## src/rtl/acc_if.sv

```systemverilog
`default_nettype none
// ============================================================================
//  Module   : acc_if
//  Purpose  : Bundles the upstream operand handshake, the run control inputs
//             and the downstream accumulator control/status outputs of
//             acc_controller.
//  Ports    : start, n_terms          - run request and operand count
//             in_data, in_valid,
//             in_ready                - upstream operand handshake
//             acc_in, load, transf,
//             acc_clear               - downstream accumulator controls
//             busy, done, count, ovf  - run status
//  Modports : master (run requester / operand source / status sink)
//             slave  (acc_controller)
//  Revision : 1.0 - initial release
// ============================================================================
interface acc_if;
  logic        start;
  logic [7:0]  n_terms;
  logic [15:0] in_data;
  logic        in_valid;
  logic        in_ready;
  logic [15:0] acc_in;
  logic        load;
  logic        transf;
  logic        acc_clear;
  logic        busy;
  logic        done;
  logic [7:0]  count;
  logic        ovf;

  modport master (
    output start, n_terms, in_data, in_valid,
    input  in_ready, acc_in, load, transf, acc_clear, busy, done, count, ovf
  );

  modport slave (
    input  start, n_terms, in_data, in_valid,
    output in_ready, acc_in, load, transf, acc_clear, busy, done, count, ovf
  );
endinterface
`default_nettype wire

```

## src/rtl/acc_controller.sv

```systemverilog
`default_nettype none
// ============================================================================
//  Module   : acc_controller
//  Purpose  : Sequences a summation run on an external accumulator. Each
//             operand is taken from the upstream handshake (WAIT), presented
//             with a load strobe (LOAD), then added with a transfer strobe
//             (ADD). Every output is a register (Moore machine).
//  Ports    : clk   - single clock, rising edge
//             clear - asynchronous active-low reset
//             bus   - acc_if.slave (start/n_terms, operand handshake,
//                     accumulator strobes, busy/done/count/ovf status)
//  Options  : ACC_OVF_DETECT_EN - when defined, a 17-bit shadow sum tracks
//             the accumulator and raises a sticky ovf on unsigned overflow;
//             otherwise ovf is tied low.
//  Revision : 1.0 - initial release
// ============================================================================
module acc_controller (
  input  wire logic clk,
  input  wire logic clear,
  acc_if.slave      bus
);

  typedef enum logic [2:0] {
    S_IDLE = 3'd0,
    S_CLR  = 3'd1,
    S_WAIT = 3'd2,
    S_LOAD = 3'd3,
    S_ADD  = 3'd4,
    S_DONE = 3'd5
  } state_t;

  state_t      state_q, state_d;
  logic [7:0]  n_terms_q, n_terms_d;
  logic [7:0]  count_q, count_d;
  logic [15:0] acc_in_q, acc_in_d;

  logic        in_ready_q, in_ready_d;
  logic        load_q, load_d;
  logic        transf_q, transf_d;
  logic        acc_clear_q, acc_clear_d;
  logic        busy_q, busy_d;
  logic        done_q, done_d;

`ifdef ACC_OVF_DETECT_EN
  logic [16:0] sum_q, sum_d;
  logic        ovf_q, ovf_d;
`endif

  // Next-state and datapath updates
  always_comb begin
    state_d   = state_q;
    n_terms_d = n_terms_q;
    count_d   = count_q;
    acc_in_d  = acc_in_q;
`ifdef ACC_OVF_DETECT_EN
    sum_d     = sum_q;
    ovf_d     = ovf_q;
`endif

    case (state_q)
      S_IDLE: begin
        if (bus.start) begin
          n_terms_d = bus.n_terms;
          count_d   = 8'd0;
`ifdef ACC_OVF_DETECT_EN
          ovf_d     = 1'b0;
`endif
          state_d   = S_CLR;
        end
      end
      S_CLR: begin
`ifdef ACC_OVF_DETECT_EN
        sum_d   = 17'd0;
`endif
        state_d = (n_terms_q == 8'd0) ? S_DONE : S_WAIT;
      end
      S_WAIT: begin
        if (bus.in_valid && in_ready_q) begin
          acc_in_d = bus.in_data;
          state_d  = S_LOAD;
        end
      end
      S_LOAD: begin
        state_d = S_ADD;
      end
      S_ADD: begin
        count_d = count_q + 8'd1;
`ifdef ACC_OVF_DETECT_EN
        // Mirror the accumulator's add; bit 16 means it wrapped.
        sum_d = sum_q + {1'b0, acc_in_q};
        if (sum_d[16]) begin
          ovf_d = 1'b1;
        end
`endif
        // Decide on the pre-increment count so the compare sees this add.
        state_d = ((count_q + 8'd1) == n_terms_q) ? S_DONE : S_WAIT;
      end
      S_DONE: begin
        state_d = S_IDLE;
      end
      default: begin
        state_d = S_IDLE;
      end
    endcase

    // Outputs are decoded from the next state and registered, so they line
    // up exactly with the state they describe.
    in_ready_d  = (state_d == S_WAIT);
    load_d      = (state_d == S_LOAD);
    transf_d    = (state_d == S_ADD);
    acc_clear_d = (state_d != S_CLR);
    busy_d      = (state_d == S_CLR) || (state_d == S_WAIT) ||
                  (state_d == S_LOAD) || (state_d == S_ADD);
    done_d      = (state_d == S_DONE);
  end

  always_ff @(posedge clk or negedge clear) begin
    if (!clear) begin
      state_q     <= S_IDLE;
      n_terms_q   <= 8'd0;
      count_q     <= 8'd0;
      acc_in_q    <= 16'd0;
      in_ready_q  <= 1'b0;
      load_q      <= 1'b0;
      transf_q    <= 1'b0;
      acc_clear_q <= 1'b0;
      busy_q      <= 1'b0;
      done_q      <= 1'b0;
`ifdef ACC_OVF_DETECT_EN
      sum_q       <= 17'd0;
      ovf_q       <= 1'b0;
`endif
    end else begin
      state_q     <= state_d;
      n_terms_q   <= n_terms_d;
      count_q     <= count_d;
      acc_in_q    <= acc_in_d;
      in_ready_q  <= in_ready_d;
      load_q      <= load_d;
      transf_q    <= transf_d;
      acc_clear_q <= acc_clear_d;
      busy_q      <= busy_d;
      done_q      <= done_d;
`ifdef ACC_OVF_DETECT_EN
      sum_q       <= sum_d;
      ovf_q       <= ovf_d;
`endif
    end
  end

  assign bus.in_ready  = in_ready_q;
  assign bus.acc_in    = acc_in_q;
  assign bus.load      = load_q;
  assign bus.transf    = transf_q;
  assign bus.acc_clear = acc_clear_q;
  assign bus.busy      = busy_q;
  assign bus.done      = done_q;
  assign bus.count     = count_q;
`ifdef ACC_OVF_DETECT_EN
  assign bus.ovf       = ovf_q;
`else
  assign bus.ovf       = 1'b0;
`endif

endmodule
`default_nettype wire

```

## src/flat_wrapper.sv

```systemverilog
// flat-port wrapper written by rule: the top's interface ports become plain ports
module acc_controller_flat 
  (clk, clear, bus_start, bus_n_terms, bus_in_data, bus_in_valid, bus_in_ready, bus_acc_in, bus_load, bus_transf, bus_acc_clear, bus_busy, bus_done, bus_count, bus_ovf);
  acc_if bus_i ();
  input  wire logic clk;
  input  wire logic clear;
  input wire logic [$bits(bus_i.start)-1:0] bus_start;
  input wire logic [$bits(bus_i.n_terms)-1:0] bus_n_terms;
  input wire logic [$bits(bus_i.in_data)-1:0] bus_in_data;
  input wire logic [$bits(bus_i.in_valid)-1:0] bus_in_valid;
  output wire logic [$bits(bus_i.in_ready)-1:0] bus_in_ready;
  output wire logic [$bits(bus_i.acc_in)-1:0] bus_acc_in;
  output wire logic [$bits(bus_i.load)-1:0] bus_load;
  output wire logic [$bits(bus_i.transf)-1:0] bus_transf;
  output wire logic [$bits(bus_i.acc_clear)-1:0] bus_acc_clear;
  output wire logic [$bits(bus_i.busy)-1:0] bus_busy;
  output wire logic [$bits(bus_i.done)-1:0] bus_done;
  output wire logic [$bits(bus_i.count)-1:0] bus_count;
  output wire logic [$bits(bus_i.ovf)-1:0] bus_ovf;
  assign bus_i.start = bus_start;
  assign bus_i.n_terms = bus_n_terms;
  assign bus_i.in_data = bus_in_data;
  assign bus_i.in_valid = bus_in_valid;
  assign bus_in_ready = bus_i.in_ready;
  assign bus_acc_in = bus_i.acc_in;
  assign bus_load = bus_i.load;
  assign bus_transf = bus_i.transf;
  assign bus_acc_clear = bus_i.acc_clear;
  assign bus_busy = bus_i.busy;
  assign bus_done = bus_i.done;
  assign bus_count = bus_i.count;
  assign bus_ovf = bus_i.ovf;
  acc_controller u_core (.clk(clk), .clear(clear), .bus(bus_i));
endmodule
```

## config.mk

```make
export PLATFORM = sky130hd
export DESIGN_NAME = acc_controller_flat
export DESIGN_NICKNAME = d
export VERILOG_FILES = /design/src/rtl/acc_if.sv /design/src/rtl/acc_controller.sv /design/src/flat_wrapper.sv
export SDC_FILE = /design/constraint.sdc
export NUM_CORES = 1
export LEC_CHECK = 0
export BUFFER_PORTS_ARGS = -buffer_cell sky130_fd_sc_hd__buf_2
export CORE_ASPECT_RATIO = 1.5
export CORE_MARGIN = 4
export CORE_UTILIZATION = 47
export CTS_BUF_LIST = sky130_fd_sc_hd__clkbuf_4
export DETAILED_ROUTE_END_ITERATION = 7
export PLACE_DENSITY_LB_ADDON = 0.2
export SETUP_SLACK_MARGIN = 0.3
export SKIP_LAST_GASP = 1
export SYNTH_ARGS = -nofsm -noshare
export SYNTH_HDL_FRONTEND = slang
export SYNTH_SLANG_ARGS = --single-unit
```

## constraint.sdc

```tcl
create_clock -name clk -period 1.5 [get_ports clk]
set_input_delay 0.075 -clock clk [delete_from_list [all_inputs] [get_ports clk]]
set_output_delay 0.075 -clock clk [all_outputs]
set_load 0.03 [all_outputs]
```

==> metrics, run 1 <==
Logic pwr share=0.505; Peak VDD IR=1.812 mV; Post-Syn Area=1877 um^2; r2r startpoint=u_core.n_terms_q[2]; vias in the first global route=1906; hold path startpoint=bus_in_valid; Switching Share=0.3999; clk buf depth=2; Final Hold Fails=0; ys async rst share=1.000; FF-to-FF path depth=6; Total GRT Usage=0.2236; cts bufs inserted=5; grt total ovfl=0; total power=approximately 0.0055 W; CP top delay family=simple AND/OR/NAND/NOR gates; router iterations before antenna repair=4; Starting Density=0.5005; Int Pwr=0.003281 W; share of cells above drive strength 1=0.4595; global-route wire length before repair=8.611 mm; Filler Cells Inserted=230; clock share of power=0.161; final WL=5.261 mm; RSZ-0062 raised after global routing=yes; failing checks=negative setup slack; Starting DRT DRC Count=87; part of the power in registers=0.334; initial antenna violation count=0; capturing point of the worst reg2reg path=u_core.bus.in_ready; Antenna Cells=0; Setup crit end kind=flip-flop; Rows=27; Sw Pwr=0.002187 W; IO Count=between 50 and 60; # Max-Cap Violations=0; Yosys cell types=35; Synth Net Count=around 220; Layout Nets=between 300 and 400; Hold Path End=u_core.bus.load; dpl ws=-0.1570 ns; CTS tree=built; largest net degree at the start of global routing=23; via count=1787; Worst Path Required=1.73 ns; Layout Skew=0.005701 ns; CP max-delay cell=or4_4; DRC errors left=0; final setup violation count=6; highest clock rate=574.8 MHz; DR vias/cell=~5.1; status=finished, violations left; WP data arrival=about 2.0 ns; YS warnings=0; H-tree depth=2; critical path depth in cells=6; Leakage Power=1.518 nW; die extent in y=85.40 um; setup slack, reg-to-reg=-0.24 ns; post-synthesis sequential area ratio=0.5467; CORE AREA=roughly 3700 um^2; Buf+Inv Stages, Crit Path=1; Final WS setup=-0.2397 ns; Tmin final=1.740 ns; average routed wire per standard cell=14.95 um; clock-pin slew on the worst setup and hold paths=0.12 ns; clk sinks=approximately 40; Worst Setup Path Type=flip-flop to flip-flop; Hold Path Class=input pin to flip-flop; final period utilization=1.160; Post-synth EDFFs=0; top_reg_cell synth=dfrtp_1; HPWL after DPL=approximately 3.5 mm; area delta synth->final=61.53%; Port Buffers=57; Mapped Avg Cell Area=9.724 um^2; Antenna Violating Nets Remaining=0; Worst Hold Margin=0.1484 ns; crit path max fanout=2; global placement routability congestion=0.8886; #FFs+latches synth=41; Startpoint Class=flip-flop; Final Slew Violations=0; die width=59.60 um; Hold Path Stages=4; cells after synthesis=193; Root Driver=clkbuf_4; PwrDens=~1800 nW/um^2; Clk Latency, worst-skew pair=0.35 ns; cells along the critical path=buf_4, or4_4, o211ai_1, o31ai_2, nor2_1, a311oi_2; delay of the slowest cell on the worst path=0.45 ns; Die ar.=5089 um^2
## cell families after synthesis
group,after synthesis,share of synthesized area
other,1,0.001998
XOR/XNOR,14,0.06533
AND/OR/NAND/NOR,89,0.2167
adder cells (fa/ha/maj),1,0.006666
flip-flops,41,0.5467
AO/OA/AOI/OAI,26,0.08267
multiplexers,8,0.04800
buffers and inverters,13,0.03199
## cell type report
type / instances / area [um^2] / area share
multi-input combinational: 139 / 940.9 / 0.3104
clock buffer: 5 / 37.54 / 0.01238
sequential: 41 / 1037 / 0.3421
tap: 43 / 53.80 / 0.01775
timing repair buffer: 117 / 877.1 / 0.2893
inverter: 4 / 20.02 / 0.006603
clock inverter: 3 / 65.06 / 0.02146
## through the flow
step	std cells	util	TNS (ns)	cell area (um^2)
finish	352	0.8085	-1.265	3032
global route	352	0.8085	-1.925	3032
CTS	349	0.7878	-0.6404	2954
detailed placement	312	0.6600	-0.6613	2475
global placement	312	0.6600	-0.3118	2475
floorplan	193	-	-1.577	1984
## cells in the final DEF, fill, tap and decap left out, types with 4 or more instances in the layout
master         instances
o21ai_0               11
nand2_1               58
dlygate4sd3_1         25
nor2_1                10
dfrtp_1               32
mux2_4                 8
o21ai_2                4
dfrtp_2                9
clkbuf_4               5
xnor2_1                7
buf_2                 52
buf_6                 11
buf_4                 27
## synth_stat cells, drive strengths merged, types with 2 or more instances
master  number  share of area
nor3         3         0.0080
o31ai        2         0.0080
or4          2         0.0080
xor2         5          0.023
inv          4         0.0080
nor2        11          0.022
nand2       58           0.12
xnor2        9          0.042
and3         4          0.016
a21oi        2         0.0053
a311oi       2         0.0093
or3          3          0.013
mux2         8          0.048
nand3        3         0.0080
clkbuf       4         0.0080
buf          5          0.016
dfrtp       41           0.55
o21ai       15          0.040
## how the worst max path moves through the flow
stage	end	from
after floorplan	u_core.bus.done	u_core.bus.count[2]
after global placement	u_core.bus.done	u_core.n_terms_q[2]
after detailed placement	u_core.state_q[2]	u_core.bus.count[1]
after CTS	u_core.state_q[0]	u_core.bus.count[1]
after global routing	u_core.state_q[0]	u_core.n_terms_q[2]
final	u_core.bus.in_ready	u_core.n_terms_q[2]
## registers in the layout, summed over array words and instances, names as in the netlist, 3 cells and up
signal	count
u_core.bus.count	8
u_core.state_q	3
u_core.bus.acc_in	16
u_core.n_terms_q	8
## power by group through the flow
stage | Clock, W | Sequential (W) | Combinational, W
after global placement | 0 | 0.00180 | 0.00239
after global routing | 0.000945 | 0.00188 | 0.00300
after CTS | 0.000896 | 0.00181 | 0.00260
after floorplan | 0 | 0.00226 | 0.00117
final | 0.000881 | 0.00183 | 0.00276
after detailed placement | 0 | 0.00181 | 0.00242
## tightest hold or removal path, delay by kind of cell
family        cells  cell delay (ns)
simple gates      2             0.22
buf+inv           2             0.17
## timing repair
action	CTS	global route
hold endpoints to repair	43	0
gates resized for setup	24	14
setup buffers	4	3
pin swaps	11	11
setup endpoints to repair	43	45
hold buffers	25	0
## per-layer routing
layer / up-vias / global-route usage / part of all wire
li1: 867 / - / -
met1: 850 / 0.2354 / 0.36
met2: 57 / 0.4199 / 0.56
met3: 13 / 0.04566 / 0.049
met4: 0 / 0.07863 / 0.027
met5: - / 0 / 0
Power figures use the tool's default switching activity.
==> inputs of run 2 (changes only) <==
Settings changed: REMOVE_ABC_BUFFERS set to 1.
==> run 2 against run 1 <==
- via count grew 6.4%
- critical endpoint unchanged
- core utilization grew 4.4 points
- the flow still finishes with violations (negative setup slack)
- global-route usage grew 2.0 points
- sequential power grew 3%
==> metrics, run 2 (synthesis results as in run 1) <==
status=finished, violations left (unchanged); failing checks=negative setup slack (unchanged); final WL=6.353 mm (was 5.261 mm); most frequent cells in the layout=51 x buf_2, 35 x dfrtp_1, 31 x nand2_1 (was 58 x nand2_1, 52 x buf_2, 32 x dfrtp_1); Clk Latency, worst-skew pair=0.36 ns (was 0.35 ns); CP max-delay cell=or4_4 (unchanged); Starting Density=0.5005 (unchanged); die extent in y=85.40 um (unchanged); Starting DRT DRC Count=59 (was 87); DR vias/cell=5.283 (was 5.077); share of cells above drive strength 1=0.5773 (was 0.4595); Largest register FFs=16 (unchanged); Final WS setup=-0.2281 ns (was -0.2397 ns); area delta synth->final=70.40% (was 61.53%); Switching Share=0.4354 (was 0.3999); crit path max fanout=3 (was 2); IO Count=59 (unchanged); Worst Path Required=1.73 ns (about the same); # Max-Cap Violations=0 (unchanged); PwrDens=1747 nW/um^2 (was 1804 nW/um^2); Port Buffers=57 (unchanged); global placement routability congestion=0.8496 (was 0.8886); Hold Path Class=input pin to flip-flop (unchanged); highest clock rate=578.7 MHz (was 574.8 MHz); router iterations before antenna repair=4 (unchanged); Layout Cells excl Fill=360 (was 352); grt total ovfl=0 (unchanged); Rows=27 (unchanged); Die ar.=5089 um^2 (unchanged); part of the power in registers=0.337 (was 0.334); CORE AREA=3750 um^2 (unchanged); die width=59.60 um (unchanged); Layout Skew=0.01035 ns (was 0.005701 ns); Total GRT Usage=0.2437 (was 0.2236); dpl ws=-0.1554 ns (was -0.1570 ns); Setup crit end kind=flip-flop (unchanged); actual slew at the worst max-slew pin=~0.52 ns; Final Slew Violations=0 (unchanged); Final Hold Fails=0 (unchanged); delay of the slowest cell on the worst path=0.53 ns (was 0.45 ns); Startpoint Class=flip-flop (unchanged); Buf+Inv Stages, Crit Path=0 (was 1); cts bufs inserted=5 (unchanged); HPWL after DPL=3.427 mm (was 3.463 mm); clock share of power=0.100 (was 0.161); Tmin final=1.728 ns (was 1.740 ns); Root Driver=clkbuf_4 (unchanged); most common cell after layout, fill and taps aside=buf_2 (was nand2_1); clock-pin slew on the worst setup and hold paths=0.12 ns (about the same); initial antenna violation count=0 (unchanged); clk sinks=41 (unchanged); Layout Nets=345 (was 337); RSZ-0062 raised after global routing=yes (unchanged); largest net degree at the start of global routing=22 (was 23); final setup violation count=6 (unchanged); Sw Pwr=0.002432 W (was 0.002187 W); Antenna Cells=0 (unchanged); Peak VDD IR=1.364 mV (was 1.812 mV); global-route wire length before repair=9.246 mm (was 8.611 mm); via count=1902 (was 1787); WP data arrival=1.96 ns (was 1.97 ns); Int Pwr=0.003154 W (was 0.003281 W); vias in the first global route=2000 (was 1906); final period utilization=1.152 (was 1.160); Logic pwr share=0.563 (was 0.505); H-tree depth=2 (unchanged); CP top delay family=simple AND/OR/NAND/NOR gates (unchanged); slew margin rel.=0.6513; CTS tree=built (unchanged); Leakage Power=1.585 nW (was 1.518 nW); DRC errors left=0 (unchanged); Filler Cells Inserted=176 (was 230); average routed wire per standard cell=17.65 um (was 14.95 um); clk buf depth=2 (unchanged); Inst Count DP=314 (was 312); Worst Setup Path Type=flip-flop to flip-flop (unchanged); cells along the critical path=or4_4, o211ai_1, o31ai_2, nor2_1, a311oi_1 (was buf_4, or4_4, o211ai_1, o31ai_2, nor2_1, a311oi_2); Antenna Violating Nets Remaining=0 (unchanged)
## run 2: power by group through the flow
stage / clock network, W / registers, W / logic (W)
6_report: 0.000561 / 0.00188 / 0.00314
5_1_grt: 0.000622 / 0.00193 / 0.00333
3_3_place_gp: 0 / 0.00177 / 0.00228
2_1_floorplan: 0 / 0.00231 / 0.000901
3_5_place_dp: 0 / 0.00179 / 0.00232
4_1_cts: 0.000566 / 0.00184 / 0.00280
## run 2: per-stage QoR
| stage | TNS, ns | hold slack, ns | utilization | total power, W | cell area [um^2] |
|---|---|---|---|---|---|
| after floorplan | -2.319 | -0.2206 | - | 0.003209 | 1832 |
| after global placement | -0.5687 | 0.06413 | 0.6423 | 0.004051 | 2409 |
| after detailed placement | -1.185 | 0.07153 | 0.6423 | 0.004110 | 2409 |
| after CTS | -0.5169 | 0.2175 | 0.8031 | 0.005196 | 3012 |
| after global routing | -1.440 | 0.1833 | 0.8529 | 0.005875 | 3198 |
| final | -1.017 | 0.1784 | 0.8529 | 0.005586 | 3198 |
## run 2: final timing paths
path / slack, ns / cells after the start / start / endpoint
max: -0.23 / 5 / u_core.n_terms_q[3] / u_core.bus.in_ready
min: 0.18 / 5 / bus_start / u_core.bus.count[0]
max reg2reg: -0.23 / 5 / u_core.n_terms_q[3] / u_core.bus.in_ready
min reg2reg: 0.50 / 2 / u_core.bus.acc_in[11] / u_core.bus.acc_in[11]
max in group asynchronous: 0.79 / 3 / clear / u_core.state_q[1]
min in group asynchronous: 0.21 / 2 / clear / u_core.bus.acc_in[10]
## run 2: metal layers
layer  GRT usage  vias to the layer above  routed length [um]
met5           0                        -                   0
met4      0.1169                        0                 208
met3     0.04718                       19                 339
met2      0.4577                       67                3705
met1      0.2427                      930                2099
li1            -                      886                   -
## run 2: layout make-up
class | count | area [um^2] | share of cell area
clock inverters | 2 | 10.01 | 0.003130
clock buffers | 6 | 45.04 | 0.01408
repair inverters | 1 | 8.758 | 0.002739
repair buffers | 124 | 945.9 | 0.2958
well taps | 43 | 53.80 | 0.01682
multi-input cells | 139 | 1079 | 0.3372
inverters | 4 | 22.52 | 0.007042
flip-flops and latches | 41 | 1033 | 0.3232
## run 2: repair_timing
action                                  in CTS  in global routing
gates resized for setup                     72                 55
hold endpoints to repair                    44                  0
pin swaps                                   37                 14
setup buffers                                7                  3
cloned                                       3                  0
endpoints found under the setup margin      41                 47
hold buffers                                25                  0
## run 2: worst min-delay path, delay by kind of cell
family | cells | cell delay (ns)
AND/OR/NAND/NOR | 1 | 0.07
AO/OA/AOI/OAI | 2 | 0.10
buffers and inverters | 2 | 0.27
